File: src/rtl/ram_port_arbiter.sv
// Single-port RAM controller shared by instruction fetch and load/store data paths.
// Round-robin arbitration, MFA/MFC handshake, alignment check and MFC timeout.
module ram_port_arbiter #(
  parameter int unsigned ADDR_W  = 9,
  parameter int unsigned TIMEOUT = 16
) (
  input  logic              Clk,
  input  logic              reset,
  input  logic              ifReq,
  input  logic [ADDR_W-1:0] ifAddr,
  output logic              ifGnt,
  output logic              ifDone,
  output logic              ifErr,
  input  logic              dReq,
  input  logic              dRW,
  input  logic [1:0]        dSize,
  input  logic [ADDR_W-1:0] dAddr,
  input  logic [31:0]       dWdata,
  output logic              dGnt,
  output logic              dDone,
  output logic              dErr,
  output logic [31:0]       rdata,
  output logic              ramMFA,
  output logic              ramRW,
  output logic [ADDR_W-1:0] ramAddress,
  output logic [1:0]        ramDataSize,
  output logic [31:0]       ramDataIn,
  input  logic              ramMFC,
  input  logic [31:0]       ramDataOut,
  output logic              busy
);

  localparam int unsigned CntW = $clog2(TIMEOUT);
  localparam logic [CntW-1:0] CntMax = CntW'(TIMEOUT - 1);

  typedef enum logic [1:0] {StIdle, StAccess, StDone, StErr} state_e;

  state_e            r_state;
  logic              r_last_data;
  logic              r_owner_data;
  logic [CntW-1:0]   r_cnt;
  logic [31:0]       r_rdata;
  logic              r_mfa;
  logic              r_if_done, r_if_err, r_d_done, r_d_err;
  logic              r_ram_rw;
  logic [ADDR_W-1:0] r_ram_addr;
  logic [1:0]        r_ram_size;
  logic [31:0]       r_ram_din;

  logic              w_pick_if, w_pick_d, w_in_idle;
  logic [ADDR_W-1:0] w_req_addr;
  logic [1:0]        w_req_size;
  logic              w_req_rw;
  logic [31:0]       w_req_din;
  logic              w_misaligned;

  // Fetch wins a tie unless it was the last one granted.
  assign w_pick_if = ifReq & (~dReq | r_last_data);
  assign w_pick_d  = dReq & ~w_pick_if;
  assign w_in_idle = (r_state == StIdle) & ~reset;

  assign w_req_addr = w_pick_if ? ifAddr : dAddr;
  assign w_req_size = w_pick_if ? 2'b11 : dSize;
  assign w_req_rw   = w_pick_if ? 1'b0 : dRW;
  assign w_req_din  = w_pick_if ? 32'h0 : dWdata;

  always_comb begin
    w_misaligned = 1'b0;
    unique case (w_req_size)
      2'b11:   w_misaligned = (w_req_addr[1:0] != 2'b00);
      2'b01:   w_misaligned = w_req_addr[0];
      2'b10:   w_misaligned = 1'b1;
      default: w_misaligned = 1'b0;
    endcase
  end

  always_ff @(posedge Clk or posedge reset) begin
    if (reset) begin
      r_state      <= StIdle;
      r_last_data  <= 1'b1;
      r_owner_data <= 1'b0;
      r_cnt        <= '0;
      r_rdata      <= 32'h0;
      r_mfa        <= 1'b0;
      r_if_done    <= 1'b0;
      r_if_err     <= 1'b0;
      r_d_done     <= 1'b0;
      r_d_err      <= 1'b0;
      r_ram_rw     <= 1'b0;
      r_ram_addr   <= '0;
      r_ram_size   <= 2'b00;
      r_ram_din    <= 32'h0;
    end else begin
      r_if_done <= 1'b0;
      r_if_err  <= 1'b0;
      r_d_done  <= 1'b0;
      r_d_err   <= 1'b0;
      unique case (r_state)
        StIdle: begin
          if (ifReq | dReq) begin
            r_last_data  <= w_pick_d;
            r_owner_data <= w_pick_d;
            r_ram_rw     <= w_req_rw;
            r_ram_addr   <= w_req_addr;
            r_ram_size   <= w_req_size;
            r_ram_din    <= w_req_din;
            r_cnt        <= '0;
            if (w_misaligned) begin
              r_state  <= StErr;
              r_if_err <= w_pick_if;
              r_d_err  <= w_pick_d;
            end else begin
              r_state <= StAccess;
              r_mfa   <= 1'b1;
            end
          end
        end
        StAccess: begin
          if (ramMFC) begin
            if (!r_ram_rw) r_rdata <= ramDataOut;
            r_state   <= StDone;
            r_mfa     <= 1'b0;
            r_if_done <= ~r_owner_data;
            r_d_done  <= r_owner_data;
          end else if (r_cnt == CntMax) begin
            r_state  <= StErr;
            r_mfa    <= 1'b0;
            r_if_err <= ~r_owner_data;
            r_d_err  <= r_owner_data;
          end else begin
            r_cnt <= r_cnt + CntW'(1);
          end
        end
        StDone:  r_state <= StIdle;
        StErr:   r_state <= StIdle;
        default: r_state <= StIdle;
      endcase
    end
  end

  assign ifGnt       = w_in_idle & w_pick_if;
  assign dGnt        = w_in_idle & w_pick_d;
  assign ifDone      = r_if_done;
  assign ifErr       = r_if_err;
  assign dDone       = r_d_done;
  assign dErr        = r_d_err;
  assign rdata       = r_rdata;
  assign ramMFA      = r_mfa;
  assign ramRW       = r_ram_rw;
  assign ramAddress  = r_ram_addr;
  assign ramDataSize = r_ram_size;
  assign ramDataIn   = r_ram_din;
  assign busy        = (r_state != StIdle);

endmodule

File: config.mk
export PLATFORM = sky130hd
export DESIGN_NAME = ram_port_arbiter
export DESIGN_NICKNAME = d
export VERILOG_FILES = /design/src/rtl/ram_port_arbiter.sv
export SDC_FILE = /design/constraint.sdc
export NUM_CORES = 1
export LEC_CHECK = 0
export CAP_MARGIN = 20
export CORE_MARGIN = 10
export CORE_UTILIZATION = 32
export DETAILED_ROUTE_END_ITERATION = 6
export PLACE_DENSITY = 0.7
export SLEW_MARGIN = 0
export SYNTH_ARGS = -nofsm -noshare
export SYNTH_HDL_FRONTEND = slang
export SYNTH_SLANG_ARGS = --single-unit
File: constraint.sdc
create_clock -name Clk -period 4.5 [get_ports Clk]
set_input_delay 0.675 -clock Clk [delete_from_list [all_inputs] [get_ports Clk]]
set_output_delay 0.675 -clock Clk [all_outputs]
set_load 0.01 [all_outputs]
==> results of run 1 <==
state kept, by name, indices dropped and copies added (netlist names), 2 cells and up:
signal       count
ramDataIn       32
rdata           32
ramAddress       9
r_cnt            4
r_state          2
ramDataSize      2
path summary, 6_finish.rpt:
path | end | slack, ns | depth (start not counted)
max | dGnt | 1.21 | 5
min | ramDataSize[1]$_DFFE_PP0P_ | 0.47 | 2
max reg2reg | dErr$_DFF_PP0_ | 2.63 | 3
min reg2reg | ramDataSize[1]$_DFFE_PP0P_ | 0.47 | 2
max in group asynchronous | ramDataIn[9]$_DFFE_PP0P_ | 2.84 | 3
min in group asynchronous | ramAddress[4]$_DFFE_PP0P_ | 0.81 | 2
per-stage QoR:
stage	total power [mW]	area [sq um]
global route	4.14	5800
CTS	3.93	5780
finish	3.86	5800
floorplan	2.20	3640
global placement	3.15	5500
detailed placement	3.21	5500
worst min-delay path: cells and delay by family (launching register included):
kind,cells,cell delay [ns]
flops,1,0.34
simple gates,2,0.10
routing by layer:
metal,GRT usage,wire length [microns]
met1,0.161,4570
met2,0.206,5030
met3,0.0671,1190
met4,0.0382,116
met5,0,0
layout by cell type (no fill, tap or decap), drive strengths merged:
| cell | count |
|---|---|
| clkdlybuf4s50 | 173 |
| nand2 | 93 |
| dfrtp | 88 |
| o21ai | 38 |
| mux2 | 32 |
| nor2 | 17 |
| clkbuf | 10 |
| a31oi | 9 |
| buf | 7 |
| nand3 | 4 |
| inv | 4 |
| clkinv | 4 |
| nor3 | 4 |
| o31ai | 3 |
| xor2 | 2 |
| clkinvlp | 2 |
| a21boi | 2 |
| nor3b | 2 |
| or3 | 1 |
| nand2b | 1 |
| a22oi | 1 |
| o211a | 1 |
| a21oi | 1 |
| and2 | 1 |
| and3 | 1 |
| o21a | 1 |
| a211o | 1 |
| a211oi | 1 |
| or2 | 1 |
| or3b | 1 |
| o32ai | 1 |
| nor2b | 1 |
| mux2i | 1 |
| o22ai | 1 |
| ha | 1 |
| dfstp | 1 |
logic make-up after synthesis:
family	count (synthesis)	synth area share
multiplexers	33	0.102
buffers and inverters	23	0.0343
XOR/XNOR	2	0.00481
adder cells (fa/ha/maj)	1	0.00343
AO/OA/AOI/OAI	60	0.0958
flip-flops	89	0.612
AND/OR/NAND/NOR	127	0.148
power groups by stage:
stage,Combinational (mW),Sequential [mW],Clock [mW]
after floorplan,0.637,1.57,0
after global placement,1.74,1.41,0
after detailed placement,1.78,1.43,0
after CTS,1.78,1.42,0.725
after global routing,1.91,1.47,0.758
final,1.75,1.42,0.700
cell type report:
| type | count | area [sq um] | share of cell area |
|---|---|---|---|
| clock buffers | 10 | 239 | 0.0412 |
| clock inverters | 6 | 42.5 | 0.00734 |
| multi-input cells | 223 | 1300 | 0.224 |
| inverters | 4 | 16.3 | 0.00281 |
| well taps | 140 | 175 | 0.0302 |
| repair buffers | 180 | 1800 | 0.310 |
| flip-flops and latches | 89 | 2230 | 0.384 |
==> impl_metrics.tcl, run 1 <==
set metrics [dict create \
    leakage_nw 2.46 \
    die_x_microns 127 \
    hold_viol_final 0 \
    synth.avg_cell_area_sq_um 10.9 \
    crit_buf_inv 2 \
    synthTopCellsByCount "nand2_1, dfrtp_1, o21ai_1, mux2_2, nor2_1" \
    antenna_found_initial 0 \
    slowest_stage "clkdlybuf4s50_1" \
    cp-startpoint "ifReq" \
    ir_worst_vdd_uv 288 \
    tightest_slew_ns 0.677 \
    tns_ns 0 \
    finalSetupViolCount 0 \
    maxCapViolations 0 \
    start_kind "input pin" \
    async_flop_share 1.00 \
    syn_to_final_growth_pct 59.1 \
    synth_top_area_frac 0.604 \
    grt_first_pass_wirelength_mm 17.7 \
    rsz0062_at_grt "no" \
    cts_resized 0 \
    via_per_inst 4.65 \
    fillerInstances 995 \
    required_ns 3.83 \
    synth_cell_types 41 \
    fin_cells 652 \
    worst-setup-path-type "in -> out" \
    drv_slew 0 \
    internal_power_mw 2.56 \
    holdWs_ns 0.469 \
    htree_levels 3 \
    synth_flop_cell "dfrtp_1" \
    clock-sinks 89 \
    clk_latency_ns 0.33 \
    synth_fp_nets 426 \
    nNetsFinal 598 \
    layout-drive-gt1-share 0.123 \
    worstHoldStart "ramDataSize[1]$_DFFE_PP0P_" \
    cts_setup_buffers 0 \
    port_buffers 173 \
    core_sq_um 11000 \
    arrival_ns 2.62 \
    clkTransAtPathRegs_ns 0.06 \
    path_common_cell "clkdlybuf4s50_1" \
    grt_pass1_vias 3272 \
    yosysMostFrequentCell "nand2_1" \
    pwr-share-clk 0.181 \
    worst_clock_skew_ns 0.00660 \
    io_pins 174 \
    hpwl_mm 8.37 \
    cp_cell_sequence "clkdlybuf4s50_1, nor2_1, or3_2, nor3_2, clkdlybuf4s50_1" \
    p_sw_mw 1.30 \
    crit_path_end_kind "output pin" \
    antenna_cells 0 \
    synth_largest_area_cell "dfrtp_1" \
    drt_first_pass_iters 4 \
    root_buffer "clkbuf_16" \
    fin_ws_ns 1.21 \
    yosysSeqAreaShare 0.612 \
    combPwrFrac 0.453 \
    post-route-min-period_ns 3.29 \
    worstReg2RegStart "r_state[1]$_DFFE_PP0P_" \
    wl_per_cell_microns 16.7 \
    synth_warnings 0 \
    fin_crit_sh 0.731 \
    p_sw_frac 0.337 \
    ant_nets 0 \
    drc 0 \
    gp_congestion 0.801 \
    grt-ovfl-total 0 \
    syn_inst 335 \
    clockBufferDepth 2 \
    seqPwrFrac 0.366 \
    drt_iter0_markers 212 \
    powerDensity_nw_per_um2 666 \
    path_delay_family "buffers and inverters" \
    slew_headroom 0.548 \
    fin_util 0.528 \
    preCtsSetupSlack_ns 1.22 \
    netlist_area_sq_um 3640 \
    die_area_sq_um 16100 \
    ys_ff_latch 89 \
    timing.fmax_ghz 0.304 \
    hold_class "reg -> reg" \
    status "completed" \
    worst_path_largest_cell_delay_ns 0.59 \
    cts_tree "built" \
    grt_max_degree 73 \
    row_count 38 \
    yosys-top-cells-area "dfrtp_1, nand2_1, mux2_2" \
    path_max_fanout 5 \
    synth_edf_count 0 \
    hold_buffers 0 \
    via_count 3034 \
    start_util 0.332 \
    numPlacedInstances 635 \
    dieHeight_microns 127 \
    routed_wl_mm 10.9 \
    cts_made_buffers 9 \
    grt_use_total 0.133 \
]
Power figures use the tool's default switching activity.
==> inputs of run 2 (changes only) <==
clock period = 3.42 ns   (was 4.5 ns; I/O delays follow)
==> impl_metrics.tcl, run 2 (synthesis results as in run 1) <==
set metrics [dict create \
    final_common_cell "clkdlybuf4s50_1" \
    root_buffer "clkbuf_16" \
    hold_viol_final 0 \
    grt_use_total 0.131 \
    leakage_nw 2.47 \
    grt_first_pass_wirelength_mm 17.1 \
    hold_buffers 0 \
    fin_crit_sh 0.874 \
    grt_max_degree 73 \
    powerDensity_nw_per_um2 876 \
    worst-setup-path-type "in -> out" \
    antenna_found_initial 0 \
    drc 0 \
    slew_headroom 0.554 \
    tightest_slew_ns 0.669 \
    worst_r2r_path_depth 4 \
    start_util 0.332 \
    start_kind "input pin" \
    hold_class "reg -> reg" \
    grt_pass1_vias 3215 \
    path_max_fanout 5 \
    ir_worst_vdd_uv 401 \
    via_count 3024 \
    via_per_inst 4.65 \
    die_area_sq_um 16100 \
    die_x_microns 127 \
    timing.fmax_ghz 0.335 \
    clkTransAtPathRegs_ns 0.06 \
    finalSetupViolCount 0 \
    crit_path_end_kind "output pin" \
    fillerInstances 992 \
    worst_clock_skew_ns 0.00621 \
    rsz0062_at_grt "no" \
    cts_made_buffers 9 \
    core_sq_um 11000 \
    required_ns 2.91 \
    status "completed" \
    cts_setup_buffers 0 \
    min_path_cells 2 \
    row_count 38 \
    syn_to_final_growth_pct 59.1 \
    cts_resized 0 \
    preCtsSetupSlack_ns 0.433 \
    post-route-min-period_ns 2.99 \
    routed_wl_mm 10.7 \
    place_area_sq_um 5520 \
    hpwl_mm 8.22 \
    wl_per_cell_microns 16.5 \
    fin_ws_ns 0.432 \
    io_pins 174 \
    slowest_stage "clkdlybuf4s50_1" \
    antenna_cells 0 \
    drt_first_pass_iters 4 \
    cp_cell_sequence "clkdlybuf4s50_1, nor2_1, or3_2, nor3_2, clkdlybuf4s50_1" \
    clock-sinks 89 \
    final_area_sq_um 5800 \
    nNetsFinal 598 \
    htree_levels 3 \
    final_cell_mix "clkdlybuf4s50_1, nand2_1, dfrtp_1" \
    port_buffers 173 \
    cts_tree "built" \
    clockBufferDepth 2 \
    tns_ns 0 \
    dieHeight_microns 127 \
    path_common_cell "clkdlybuf4s50_1" \
    layout-drive-gt1-share 0.121 \
    gp_congestion 0.781 \
    drt_iter0_markers 153 \
    ant_nets 0 \
    drv_slew 0 \
    maxCapViolations 0 \
    grt-ovfl-total 0 \
    arrival_ns 2.47 \
    worst_path_largest_cell_delay_ns 0.60 \
    clk_latency_ns 0.33 \
]
-- run 2: stage by stage --
step	instances	util	hold slack [ns]	power (mW)
2_1_floorplan	335	-	0.473	2.90
3_3_place_gp	636	0.502	0.454	4.15
3_5_place_dp	636	0.502	0.459	4.23
4_1_cts	651	0.528	0.473	5.17
5_1_grt	651	0.528	0.506	5.45
6_report	651	0.528	0.469	5.08
-- run 2: final cells by class --
class	instances	area, sq um	share of cell area
clock buffer	12	267	0.0460
clock inverter	3	15.0	0.00259
inverter	4	16.3	0.00281
multi-input combinational	223	1300	0.224
sequential	89	2230	0.384
tap	140	175	0.0302
timing repair buffer	180	1800	0.310
-- run 2: worst paths after layout --
kind,from,to,slack (ns)
max,ifReq,dGnt,0.43
min reg2reg,ramDataSize[1]$_DFFE_PP0P_,ramDataSize[1]$_DFFE_PP0P_,0.47
min in group asynchronous,reset,ramDataSize[1]$_DFFE_PP0P_,0.64
max in group asynchronous,reset,r_last_data$_DFFE_PP1P_,2.01
max reg2reg,r_state[1]$_DFFE_PP0P_,dErr$_DFF_PP0_,1.60
min,ramDataSize[1]$_DFFE_PP0P_,ramDataSize[1]$_DFFE_PP0P_,0.47
-- run 2: power by group --
part,internal (mW),switching (mW),total (mW)
Combinational,1.30,1.01,2.31
Clock,0.544,0.380,0.924
Sequential,1.56,0.280,1.84
-- run 2: worst max-delay path, delay by kind of cell --
| kind | cells | cell delay [ns] |
|---|---|---|
| simple gates | 3 | 0.78 |
| buf+inv | 2 | 1.18 |
-- run 2: routing by layer --
metal	track usage	share of wire	wire, microns
met5	0	0	0
met4	0.0469	0.014	152
met3	0.0641	0.10	1120
met2	0.200	0.45	4790
met1	0.157	0.43	4670
==> inputs of run 3 (changes only) <==
SKIP_CTS_REPAIR_TIMING = 1   (was unset)
clock period = 3.9 ns   (was 3.42 ns; I/O delays follow)
==> impl_metrics.tcl, run 3 (synthesis results as in run 1) <==
set metrics [dict create \
    place_area_sq_um 5510 \
    dieHeight_microns 127 \
    core_sq_um 11000 \
    fin_cells 651 \
    grt_use_total 0.128 \
    start_kind "input pin" \
    antenna_cells 0 \
    crit_path_end_kind "output pin" \
    tns_ns 0 \
    root_buffer "clkbuf_16" \
    ir_worst_vdd_uv 396 \
    worst_clock_skew_ns 0.00552 \
    via_count 2974 \
    critPathCapture "dGnt" \
    timing.fmax_ghz 0.320 \
    wl_per_cell_microns 16.0 \
    fin_util 0.532 \
    clk_latency_ns 0.33 \
    final_area_sq_um 5850 \
    layout-drive-gt1-share 0.121 \
    port_buffers 173 \
    numPlacedInstances 635 \
    rsz0062_at_grt "no" \
    hold_viol_final 0 \
    cp_cell_sequence "clkdlybuf4s50_1, nor2_1, or3_2, nor3_2, clkdlybuf4s50_1" \
    start_util 0.332 \
    clockBufferDepth 2 \
    fin_crit_sh 0.800 \
    path_common_cell "clkdlybuf4s50_1" \
    drv_slew 0 \
    die_area_sq_um 16100 \
    powerDensity_nw_per_um2 784 \
    path_max_fanout 5 \
    nNetsFinal 597 \
    leakage_nw 2.49 \
    via_per_inst 4.57 \
    drc 0 \
    slowest_stage "clkdlybuf4s50_1" \
    worst_path_largest_cell_delay_ns 0.59 \
    r2r_end "ramDataIn[8]$_DFFE_PP0P_" \
    syn_to_final_growth_pct 60.5 \
    holdWs_ns 0.479 \
    worst-setup-path-type "in -> out" \
    drt_first_pass_iters 4 \
    final_common_cell "clkdlybuf4s50_1" \
    hold_class "reg -> reg" \
    row_count 38 \
    worstReg2RegStart "r_state[1]$_DFFE_PP0P_" \
    htree_levels 3 \
    drt_iter0_markers 160 \
    die_x_microns 127 \
    grt-ovfl-total 0 \
    clock-sinks 89 \
    routed_wl_mm 10.4 \
    maxCapViolations 0 \
    required_ns 3.31 \
    status "completed" \
    grt_max_degree 73 \
    post-route-min-period_ns 3.12 \
    antenna_found_initial 0 \
    clkTransAtPathRegs_ns 0.06 \
    grt_first_pass_wirelength_mm 16.9 \
    cts_made_buffers 9 \
    grt_pass1_vias 3059 \
    arrival_ns 2.54 \
    slew_headroom 0.560 \
    worst_r2r_path_depth 4 \
    reg2reg_setup_slack_ns 2.05 \
    tightest_slew_ns 0.660 \
    finalSetupViolCount 0 \
    io_pins 174 \
    gp_congestion 0.782 \
    cts_tree "built" \
    hpwl_mm 8.04 \
    cp-startpoint "ifReq" \
    final_cell_mix "clkdlybuf4s50_1, nand2_1, dfrtp_1" \
    ant_nets 0 \
]
-- run 3: worst min-delay path by stage --
stage               cells past startpoint                    endpoint  slack, ns                  startpoint
floorplan                               1            ifDone$_DFF_PP0_       0.47    r_owner_data$_DFFE_PP0P_
global placement                        2  ramDataSize[0]$_DFFE_PP0P_       0.45  ramDataSize[0]$_DFFE_PP0P_
detailed placement                      2  ramDataSize[0]$_DFFE_PP0P_       0.46  ramDataSize[0]$_DFFE_PP0P_
CTS                                     2  ramDataSize[1]$_DFFE_PP0P_       0.48  ramDataSize[1]$_DFFE_PP0P_
global route                            2   ramDataIn[31]$_DFFE_PP0P_       0.52   ramDataIn[31]$_DFFE_PP0P_
finish                                  2  ramDataSize[0]$_DFFE_PP0P_       0.48  ramDataSize[0]$_DFFE_PP0P_
-- run 3: per-stage QoR --
stage                     power [mW]  setup slack (ns)
after floorplan                 2.54              1.01
after global placement          3.64             0.795
after detailed placement        3.69             0.774
final                           4.58             0.779
after CTS                       4.67             0.762
after global routing            4.91             0.677
-- run 3: per-layer routing --
metal | routed length (microns) | vias to the layer above | part of all wire | track usage
li1 | - | 1471 | - | -
met1 | 4540 | 1367 | 0.43 | 0.160
met2 | 4670 | 124 | 0.45 | 0.194
met3 | 1080 | 12 | 0.10 | 0.0587
met4 | 148 | 0 | 0.014 | 0.0415
met5 | 0 | - | 0 | 0
-- run 3: cell type report --
type	count	area, sq um
fill	1002	5130
sequential	89	2230
timing repair buffer	179	1790
multi-input combinational	223	1300
clock buffer	12	267
tap	140	175
clock inverter	4	73.8
inverter	4	16.3
-- run 3: worst max-delay path, delay by kind of cell --
family / cells / cell delay (ns)
and+or+nand+nor: 3 / 0.78
buffers and inverters: 2 / 1.18
-- run 3: power breakdown --
part / switching, mW / internal, mW / total (mW)
Clock: 0.341 / 0.614 / 0.954
Combinational: 0.870 / 1.13 / 2.00
Sequential: 0.257 / 1.37 / 1.62
Total: 1.47 / 3.12 / 4.58
==> RTL edit: new RTL, config.mk and constraints of run 2 <==
Register the output `ifErr` once more; this adds one clock of latency there. The other outputs are not delayed to match.
--- a/src/rtl/ram_port_arbiter.sv
+++ b/src/rtl/ram_port_arbiter.sv
@@ -141,7 +141,9 @@
   assign ifGnt       = w_in_idle & w_pick_if;
   assign dGnt        = w_in_idle & w_pick_d;
   assign ifDone      = r_if_done;
-  assign ifErr       = r_if_err;
+  always_ff @(posedge Clk) begin
+    ifErr <= r_if_err;
+  end
   assign dDone       = r_d_done;
   assign dErr        = r_d_err;
   assign rdata       = r_rdata;
Formal check against the unedited RTL: not equivalent (Yosys sat finds a counterexample within 4 cycles, from zero or initial values and one cycle with reset high).
==> RTL edit against run 2 <==
  * Final cell count increased by 0.46%
  * Design area grew 0.71%
  * Register-to-register slack lost 0.05 ns
  * Largest power group unchanged
  * Synthesized area grew 0.55%
  * Setup slack got worse by 0.0065 ns
  * Wire length shrank 0.95%
  * Global-route usage is 0.28 points lower
  * Critical path type unchanged
  * Power up 1.6%
  * Sequential cell count rose by 1
==> RTL edit: results (changes against run 2) <==
| Metric | Value |
|---|---|
| Pin count of the biggest net entering global routing | `73 (unchanged)` |
| CP arrival | `2.48 ns` |
| Clk pin slew, worst setup/hold paths | `0.06 ns (about the same)` |
| Unique cell type count in the Yosys netlist | `42 (+2.4%)` |
| N_diodes | `0 (unchanged)` |
| Synth area leaders | `dfrtp_1, nand2_1, mux2_2` |
| GRT Total Usage | `12.8% (-0.28 points)` |
| First-pass DRT Iterations | `4 (unchanged)` |
| H-Tree Depth | `3 (unchanged)` |
| Post-detail-place hpwl | `8120 um (-1.2%)` |
| Number of port buffers | `173 (unchanged)` |
| Critical-path maximum fanout | `5 (unchanged)` |
| R2R Setup Slk | `1.55 ns (-0.05 ns)` |
| Post-detailed-route via-to-cell ratio | `4.58 (-1.3%)` |
| Post-placement cell count | `639 (+0.47%)` |
| Layout cells sized above 1 | `11.7% (-0.39 points)` |
| Vias in the first global route | `3,064 (-4.7%)` |
| Number of routed nets with antenna violations | `0 (unchanged)` |
| Fin worst setup slack | `0.426 ns (-0.00654 ns)` |
| LEAKAGE | `2.48 nW (+0.45%)` |
| DRT iter0 DRCs | `209 (+37%)` |
| CTS Buffer Depth | `2 (unchanged)` |
| Clk_lat worst skew | `0.33 ns (about the same)` |
| Status | `complete, no violations` |
| CP max-delay cell | `clkdlybuf4s50_1` |
| # resized after CTS | `0 (unchanged)` |
| Placed inst area | `5530 um2 (+0.32%)` |
| Synth async-reset ratio | `98.9% (-1.1 points)` |
| Cell Count, Final, Fillers Out | `654 (+0.46%)` |
| Worst vdd ir | `0.363 mV (-9.7%)` |
| Fill cells | `1,017 (+2.5%)` |
| Mapped Nets | `427 (+0.23%)` |
| Syn Area/Cell | `10.9 um2 (+0.25%)` |
| Worst Tran Pin Value | `0.663 ns (-0.00575 ns)` |
| Slowest stage delay, CP | `0.59 ns` |
| WL/cell | `16.2 um (-1.4%)` |
| Worst hold path type | `reg2reg` |
| Sequential share of the synthesized area | `61.4% (+0.21 points)` |
| Initial antenna violation count | `0 (unchanged)` |
| Placer congestion estimate | `0.773 (-0.99%)` |
| DRC errors left | `0 (unchanged)` |
| Post-CTS setup buffer count | `0 (unchanged)` |
| Final Skew | `0.00838 ns (+0.00218 ns)` |
| Switch share | `32.4% (-0.57 points)` |
| FF/Latch Area | `2250 um2 (+0.90%)` |
| First-pass GRT wire length | `16,900 um (-1.2%)` |
| Warnings from Yosys | `0 (unchanged)` |
| Hold_ws | `0.341 ns (-0.128 ns)` |
| Final nets | `598 (unchanged)` |
| Clock root buffer | `clkbuf_16` |
| List of most frequent post-synthesis cells | `nand2_1, dfrtp_1, o21ai_1, mux2_2, nor2_1` |
| TritonCTS Buffers | `9 (unchanged)` |
[RTL edit: changes by cell type after synthesis, sizes merged]
cell   delta
dfxtp     +1
[RTL edit: power by group through the flow]
stage | clock network (mW) | logic, mW | registers (mW)
final | 1.01 | 2.28 | 1.87
after global routing | 1.08 | 2.49 | 1.94
after CTS | 1.04 | 2.34 | 1.88
after detailed placement | 0 | 2.33 | 1.89
after global placement | 0 | 2.29 | 1.87
after floorplan | 0 | 0.839 | 2.07
[RTL edit: logic make-up (layout without fill, tap and decap cells)]
group | Yosys count | count (layout) | synth area share (%)
AND/OR/NAND/NOR | 127 | 127 | 14.8
flip-flops | 90 | 90 | 61.4
XOR/XNOR | 2 | 2 | 0.478
AO/OA/AOI/OAI | 60 | 60 | 9.53
multiplexers | 33 | 33 | 10.1
buffers and inverters | 23 | 198 | 3.42
adder cells (fa/ha/maj) | 1 | 1 | 0.341
[RTL edit: path summary, 6_finish.rpt]
path | from | to | depth (start not counted)
setup / recovery | ifReq | dGnt | 5
hold / removal | r_if_err | ifErr | 0
setup reg to reg | r_state[1] | ramDataIn[9] | 4
hold reg to reg | r_if_err | ifErr | 0
max in group asynchronous | reset | r_last_data | 3
min in group asynchronous | reset | ramDataIn[28] | 2
[RTL edit: final cells by class]
type | instances | share of cell area (%)
clock buffers | 13 | 4.63
well taps | 143 | 3.06
multi-input cells | 223 | 22.2
inverters | 4 | 0.300
repair buffers | 179 | 30.6
clock inverters | 2 | 0.600
flip-flops and latches | 90 | 38.5
[RTL edit: routing by layer]
layer / vias up / track usage (%) / part of all wire (%)
met1: 1397 / 15.3 / 42
met5: - / 0 / 0
met2: 127 / 19.7 / 45
met3: 10 / 6.66 / 11
met4: 0 / 4.15 / 1.3
li1: 1463 / - / -
[RTL edit: critical path: cells and delay by family]
| kind | cells | cell delay, ns |
|---|---|---|
| AND/OR/NAND/NOR | 3 | 0.79 |
| buffers and inverters | 2 | 1.18 |
